[config.mk]
export PLATFORM = sky130hd
export DESIGN_NAME = router_fsm_ctrl
export DESIGN_NICKNAME = d
export VERILOG_FILES = /design/src/rtl/router_pkg.sv /design/src/rtl/router_sat_cnt.sv /design/src/rtl/router_fsm_ctrl.sv
export SDC_FILE = /design/constraint.sdc
export NUM_CORES = 1
export LEC_CHECK = 0
export BUFFER_PORTS_ARGS = -buffer_cell sky130_fd_sc_hd__buf_2
export CORE_ASPECT_RATIO = 0.8
export CORE_MARGIN = 1
export CORE_UTILIZATION = 30
export CTS_BUF_LIST = sky130_fd_sc_hd__clkbuf_8 sky130_fd_sc_hd__clkbuf_16
export DETAILED_ROUTE_END_ITERATION = 7
export GPL_ROUTABILITY_DRIVEN = 0
export GPL_TIMING_DRIVEN = 0
export SLEW_MARGIN = 20
export SYNTH_ARGS = -nofsm -noshare
export SYNTH_HDL_FRONTEND = slang
export SYNTH_SLANG_ARGS = --single-unit
[constraint.sdc]
create_clock -name clk1 -period 2.3 [get_ports clk1]
set_clock_uncertainty 0.1 [all_clocks]
set_input_delay 0.23 -clock clk1 [delete_from_list [all_inputs] [get_ports clk1]]
set_output_delay 0.23 -clock clk1 [all_outputs]
set_load 0.1 [all_outputs]
[src/rtl/router_pkg.sv]
// Shared definitions for the 1x3 router: controller state encoding, destination and
// trusted-source byte values, and the destination decode used by the controller.
package router_pkg;

    localparam int STATE_W = 3;

    localparam logic [STATE_W-1:0] GET_SOURCE   = 3'd0;
    localparam logic [STATE_W-1:0] GET_DEST     = 3'd1;
    localparam logic [STATE_W-1:0] STORE_HEADER = 3'd2;
    localparam logic [STATE_W-1:0] GET_SIZE     = 3'd3;
    localparam logic [STATE_W-1:0] LOAD_DATA    = 3'd4;
    localparam logic [STATE_W-1:0] GET_CRC      = 3'd5;
    localparam logic [STATE_W-1:0] CHK_CRC      = 3'd6;
    localparam logic [STATE_W-1:0] FULL_WAIT    = 3'd7;

    localparam logic [7:0] DEST0 = 8'h01;
    localparam logic [7:0] DEST1 = 8'h02;
    localparam logic [7:0] DEST2 = 8'h03;

    localparam logic [7:0] TS1 = 8'h81;
    localparam logic [7:0] TS2 = 8'h82;
    localparam logic [7:0] TS3 = 8'h83;

    typedef struct packed {
        logic       hit;
        logic [1:0] sel;
    } dest_dec_t;

    // Unknown destinations fall back to FIFO 0 with hit cleared so the caller can drop.
    function automatic dest_dec_t decode_dest(
        input logic [7:0] dest,
        input logic [7:0] d0,
        input logic [7:0] d1,
        input logic [7:0] d2
    );
        dest_dec_t r;
        r.hit = 1'b1;
        if (dest == d1) begin
            r.sel = 2'd1;
        end else if (dest == d2) begin
            r.sel = 2'd2;
        end else begin
            r.sel = 2'd0;
            r.hit = (dest == d0);
        end
        return r;
    endfunction

endpackage

[src/rtl/router_sat_cnt.sv]
// Saturating up-counter used for the good / error / dropped packet statistics.
module router_sat_cnt #(
    parameter int CNT_W = 8
) (
    input  logic             clk1,
    input  logic             reset,
    input  logic             inc,
    output logic [CNT_W-1:0] q
);
    import router_pkg::*;

    logic [CNT_W-1:0] r_q;

    always_ff @(posedge clk1 or negedge reset) begin
        if (!reset) begin
            r_q <= '0;
        end else if (inc && (r_q != {CNT_W{1'b1}})) begin
            r_q <= r_q + 1'b1;
        end
    end

    assign q = r_q;

endmodule

[src/rtl/router_fsm_ctrl.sv]
// Router controller FSM: sequences packet field capture, steers writes to one of three
// output FIFOs, throttles the source on a full FIFO and counts packet outcomes.
module router_fsm_ctrl #(
    parameter logic [7:0] DEST0 = router_pkg::DEST0,
    parameter logic [7:0] DEST1 = router_pkg::DEST1,
    parameter logic [7:0] DEST2 = router_pkg::DEST2,
    parameter int         CNT_W = 8
) (
    input  logic             clk1,
    input  logic             reset,
    input  logic             packet_valid_i,
    input  logic [2:0]       fifo_full,
    input  logic             trusted_source,
    input  logic [7:0]       destination,
    input  logic [2:0]       dsize,
    input  logic             crc_checked,
    input  logic             err,
    output logic             get_source,
    output logic             get_dest,
    output logic             store_header,
    output logic             get_size,
    output logic             load_data,
    output logic             get_crc,
    output logic             full_state,
    output logic             sel_fifo_full,
    output logic [2:0]       write_enb,
    output logic             packet_send,
    output logic             busy,
    output logic             pkt_done,
    output logic             pkt_err,
    output logic             pkt_drop,
    output logic [CNT_W-1:0] good_cnt,
    output logic [CNT_W-1:0] err_cnt,
    output logic [CNT_W-1:0] drop_cnt
);
    import router_pkg::*;

    logic [STATE_W-1:0] r_state;
    logic [STATE_W-1:0] r_state_next;
    logic [STATE_W-1:0] r_ret_state;
    logic [STATE_W-1:0] r_ret_state_next;
    logic [1:0]         r_dest_sel;
    logic [1:0]         r_dest_sel_next;
    logic               r_drop;
    logic               r_drop_next;
    logic [2:0]         r_count;
    logic [2:0]         r_count_next;

    dest_dec_t          w_dec;
    logic               w_dec_drop;
    logic               w_dest_latched;
    logic               w_acc;
    logic               w_wr_cycle;
    logic               w_wr_drop;
    logic [1:0]         w_wr_sel;
    logic               w_wr_en;
    logic               w_eop;
    logic               w_crc_bad;

    assign w_dec      = decode_dest(destination, DEST0, DEST1, DEST2);
    assign w_dec_drop = !trusted_source || !w_dec.hit;

    // The destination register only means something once GET_DEST has accepted a byte.
    assign w_dest_latched = (r_state != GET_SOURCE) && (r_state != GET_DEST);
    assign sel_fifo_full  = w_dest_latched && fifo_full[r_dest_sel];

    always_comb begin
        packet_send = 1'b0;
        case (r_state)
            GET_SOURCE, GET_DEST, GET_SIZE, LOAD_DATA, GET_CRC: packet_send = !sel_fifo_full;
            default:                                            packet_send = 1'b0;
        endcase
    end

    assign w_acc = packet_valid_i && packet_send;

    assign get_source   = (r_state == GET_SOURCE);
    assign get_dest     = (r_state == GET_DEST);
    assign store_header = (r_state == STORE_HEADER);
    assign get_size     = (r_state == GET_SIZE);
    assign load_data    = (r_state == LOAD_DATA);
    assign get_crc      = (r_state == GET_CRC);
    assign full_state   = (r_state == FULL_WAIT);
    assign busy         = (r_state != GET_SOURCE);

    always_comb begin
        r_state_next     = r_state;
        r_ret_state_next = r_ret_state;
        r_dest_sel_next  = r_dest_sel;
        r_drop_next      = r_drop;
        r_count_next     = r_count;
        case (r_state)
            GET_SOURCE: begin
                if (w_acc) begin
                    r_state_next = GET_DEST;
                end
            end
            GET_DEST: begin
                if (w_acc) begin
                    r_dest_sel_next = w_dec.sel;
                    r_drop_next     = w_dec_drop;
                    r_state_next    = STORE_HEADER;
                end
            end
            STORE_HEADER: begin
                if (!sel_fifo_full) begin
                    r_state_next = GET_SIZE;
                end
            end
            GET_SIZE: begin
                if (sel_fifo_full && !r_drop) begin
                    r_ret_state_next = GET_SIZE;
                    r_state_next     = FULL_WAIT;
                end else if (w_acc) begin
                    r_count_next = dsize;
                    r_state_next = (dsize != 3'd0) ? LOAD_DATA : GET_CRC;
                end
            end
            LOAD_DATA: begin
                if (sel_fifo_full && !r_drop) begin
                    r_ret_state_next = LOAD_DATA;
                    r_state_next     = FULL_WAIT;
                end else if (w_acc) begin
                    r_count_next = r_count - 3'd1;
                    if (r_count <= 3'd1) begin
                        r_state_next = GET_CRC;
                    end
                end
            end
            GET_CRC: begin
                if (sel_fifo_full && !r_drop) begin
                    r_ret_state_next = GET_CRC;
                    r_state_next     = FULL_WAIT;
                end else if (w_acc) begin
                    r_state_next = CHK_CRC;
                end
            end
            CHK_CRC: begin
                r_state_next = GET_SOURCE;
            end
            FULL_WAIT: begin
                if (!fifo_full[r_dest_sel]) begin
                    r_state_next = r_ret_state;
                end
            end
            default: begin
                r_state_next = GET_SOURCE;
            end
        endcase
    end

    always_ff @(posedge clk1 or negedge reset) begin
        if (!reset) begin
            r_state     <= GET_SOURCE;
            r_ret_state <= GET_SOURCE;
            r_dest_sel  <= 2'd0;
            r_drop      <= 1'b0;
            r_count     <= 3'd0;
        end else begin
            r_state     <= r_state_next;
            r_ret_state <= r_ret_state_next;
            r_dest_sel  <= r_dest_sel_next;
            r_drop      <= r_drop_next;
            r_count     <= r_count_next;
        end
    end

    // In GET_DEST the destination is still on the inputs, so steer from the live decode.
    assign w_wr_sel  = (r_state == GET_DEST) ? w_dec.sel  : r_dest_sel;
    assign w_wr_drop = (r_state == GET_DEST) ? w_dec_drop : r_drop;

    always_comb begin
        w_wr_cycle = 1'b0;
        case (r_state)
            GET_DEST, GET_SIZE, LOAD_DATA, GET_CRC: w_wr_cycle = w_acc;
            STORE_HEADER:                           w_wr_cycle = 1'b1;
            default:                                w_wr_cycle = 1'b0;
        endcase
    end

    assign w_wr_en = w_wr_cycle && !w_wr_drop && !sel_fifo_full;

    generate
        for (genvar gi = 0; gi < 3; gi++) begin : g_wr
            assign write_enb[gi] = w_wr_en && (w_wr_sel == gi[1:0]);
        end
    endgenerate

    assign w_eop     = (r_state == CHK_CRC);
    assign w_crc_bad = crc_checked && err;
    assign pkt_drop  = w_eop && r_drop;
    assign pkt_err   = w_eop && !r_drop && w_crc_bad;
    assign pkt_done  = w_eop && !r_drop && !w_crc_bad;

    router_sat_cnt #(.CNT_W(CNT_W)) u_good_cnt (
        .clk1  (clk1),
        .reset (reset),
        .inc   (pkt_done),
        .q     (good_cnt)
    );

    router_sat_cnt #(.CNT_W(CNT_W)) u_err_cnt (
        .clk1  (clk1),
        .reset (reset),
        .inc   (pkt_err),
        .q     (err_cnt)
    );

    router_sat_cnt #(.CNT_W(CNT_W)) u_drop_cnt (
        .clk1  (clk1),
        .reset (reset),
        .inc   (pkt_drop),
        .q     (drop_cnt)
    );

endmodule
==> reports/qor.csv <==
metric,value,unit
vias post-DR,1849,
drt via density,4.84,
CP arrival,1.92,ns
P_int,1.83,mW
Syn Inst Count,222,
Final Hold Slack,0.110,ns
Starting Density,0.319,
area delta synth->final,38.1,%
Mean Syn Cell Area,9.40,µm²
"Req. time, crit path",1.97,ns
CP max FO,10,
top achievable clock speed,444,MHz
M1 GR Usage,0.217,
Final Hold Vio Count,0,
outcome,finished clean,
Die ar.,7300,µm²
Crit. End Element,primary output,
"count leader, synth",dfrtp_1,
largest net degree at the start of global routing,37,
row count,26,
DR DRC count,0,
xor/xnor share of the synthesized area,0.0881,
cell area power density,1270,nW/µm²
Die Height,76.6,µm
port buffer count,59,
Final ANT Viol Nets,0,
Clock power frac,0.211,
proportion of synthesized area in mux cells,0.0480,
"area leader, netlist",dfrtp_1,
switching pwr,1.82,mW
slew margin rel.,0.447,
Syn Std Cell Area,2090,µm²
GR Util met2,0.203,
Max Slew Vio Count,0,
Synth Area in Compound Gates,0.137,
# H-tree levels,2,
Fillers,646,
clock slew at reported path FFs,0.07,ns
setup violators final,0,
met3 GRT Util,0.0399,
core area,6540,µm²
number of buffers created by CTS,5,
ys flop type,dfrtp_1,
"Net count, final",321,
Synth area leaders,"dfrtp_1, xnor2_1, nand3_1, nand2_1, nor2_1",
vias in the first global route,1703,
largest family of logic cells by synthesized area,simple AND/OR/NAND/NOR gates,
Starting DRT DRC Count,84,
worst vdd ir,0.983,mV
Leak Pwr,1.40,nW
share of cells above drive strength 1,0.369,
chip width,95.3,µm
Synth Register Bits,36,
Tot GR Track Use,0.143,
"Distinct cells, synth",49,
1st-pass router iterations,4,
post-synthesis simple-gate area fraction,0.227,
Ant. Diodes,0,
busiest layer in global routing,met1,
initial antenna violation count,0,
sequential element share of the synthesized area,0.432,
Post-Syn Nets,246,
Hold Path Class,primary input to flop,
Critical Path Start Type,flop,
final core occ,0.441,
WL final,4880,µm
Max-Cap Viols,0,
gr ovfl total,0,
adder-cell area share of the yosys netlist,0.0240,
most frequent cells after synthesis,"dfrtp_1, nand3_1, nand2_1, nor2_1",
CP Class,flop to primary output,
sequential power share,0.226,
clock latency at the later pin of the worst-skew pair,0.28,ns
total power,3.65,mW
clock sink total,36,
Slew @ Worst Pin,0.830,ns
clk buf depth,2,
first-pass GRT wire length,8210,µm
synth warn,0,
CTS tree,done,
Post-synth ARST share,1.00,
Detail Placement HPWL,3620,µm
clk root buf,clkbuf_8,
Comb pwr share,0.563,
WL per Instance,12.8,µm
minimum clock period after layout,2.25,ns
Top Ports,60,
fin crit share,0.978,
switching share of power,0.500,
top cell type's share of synthesized area,0.432,
Post-synth EDFFs,0,
-- through the flow --
| stage | worst slack, ns | TNS (ns) | instances | area (µm²) |
|---|---|---|---|---|
| finish | 0.0502 | 0 | 382 | 2880 |
| detailed placement | -0.194 | -0.575 | 365 | 2540 |
| floorplan | -0.430 | -1.63 | 222 | 2140 |
| global route | -0.00782 | -0.0188 | 382 | 2880 |
| CTS | 0.0175 | 0 | 378 | 2810 |
| global placement | -0.174 | -0.518 | 365 | 2540 |
-- cells in the final DEF (no fill, tap or decap), types with 3 or more instances in the layout --
cell / instances
and3_4: 3
ha_1: 4
buf_4: 8
nor2_1: 15
mux2_2: 4
o211ai_1: 4
xor2_1: 7
dfrtp_1: 33
buf_2: 54
a21o_1: 3
buf_12: 3
dfrtp_2: 3
nand4_1: 4
nand2b_1: 5
nand3_1: 18
clkbuf_8: 5
bufinv_16: 3
nor3_1: 4
buf_6: 6
nand2_1: 17
a21oi_1: 10
inv_1: 12
xnor2_1: 14
o21ai_0: 8
and3_1: 3
-- cell type report --
type,count,area (µm²),share of cell area
Multi-Input combinational cell,164,1160,0.404
Sequential cell,36,905,0.314
Timing Repair Buffer,68,429,0.149
Tap cell,84,105,0.0365
Clock inverter,3,90.1,0.0313
Clock buffer,5,68.8,0.0239
Buffer,8,62.6,0.0217
Inverter,14,58.8,0.0204
-- routing by layer --
layer | wire, µm | share of wire
met3 | 269 | 0.055
met4 | 10 | 0.0021
met5 | 0 | 0
met2 | 2050 | 0.42
met1 | 2550 | 0.52
-- worst max-delay path: stages (launching register included) --
cell and delay (ns):
dfrtp_1 0.42, buf_6 0.16, nand3b_1 0.18, o21ai_4 0.10, a211o_1 0.31, o21ai_2 0.08, and3_4 0.22, buf_12 0.17
-- power groups by stage --
stage / Clock, mW / Combinational (mW) / Sequential, mW
after floorplan: 0 / 1.29 / 1.16
after global placement: 0 / 1.92 / 0.831
after detailed placement: 0 / 1.92 / 0.834
after CTS: 0.799 / 1.99 / 0.822
after global routing: 0.830 / 2.18 / 0.847
final: 0.771 / 2.05 / 0.824
-- logic make-up after synthesis --
logic type	count (synthesis)
flops	36
simple gates	88
mux	9
fa+ha+maj	4
buf+inv	22
compound gates	42
xor+xnor	21
-- what timing repair did --
| action | CTS | global route |
|---|---|---|
| hold buffers | 1 | 0 |
| gates resized for setup | 20 | 16 |
| buffers inserted | 4 | 4 |
| pin swaps | 1 | 3 |
| endpoints found under the setup margin | 5 | 6 |
| hold endpoints to repair | 36 | 0 |
-- flip-flops by register name, indices dropped and copies added, names as in the netlist --
name / flops
r_count: 3
r_drop: 1
r_dest_sel: 2
r_ret_state: 3
u_good_cnt.q: 8
u_err_cnt.q: 8
r_state: 3
u_drop_cnt.q: 8
-- path summary, 6_finish.rpt --
| kind | slack (ns) | cells after the start | to | from |
|---|---|---|---|---|
| setup / recovery | 0.05 | 7 | write_enb[1] | r_dest_sel[1] |
| hold / removal | 0.11 | 3 | r_count[0] | dsize[0] |
| setup reg to reg | 0.34 | 7 | r_count[1] | r_dest_sel[1] |
| hold reg to reg | 0.39 | 1 | u_drop_cnt.q[5] | u_drop_cnt.q[5] |
| max in group asynchronous | 1.03 | 2 | r_dest_sel[0] | reset |
| min in group asynchronous | 0.48 | 2 | r_count[1] | reset |
No activity file was read; power rests on OpenSTA's default activity.
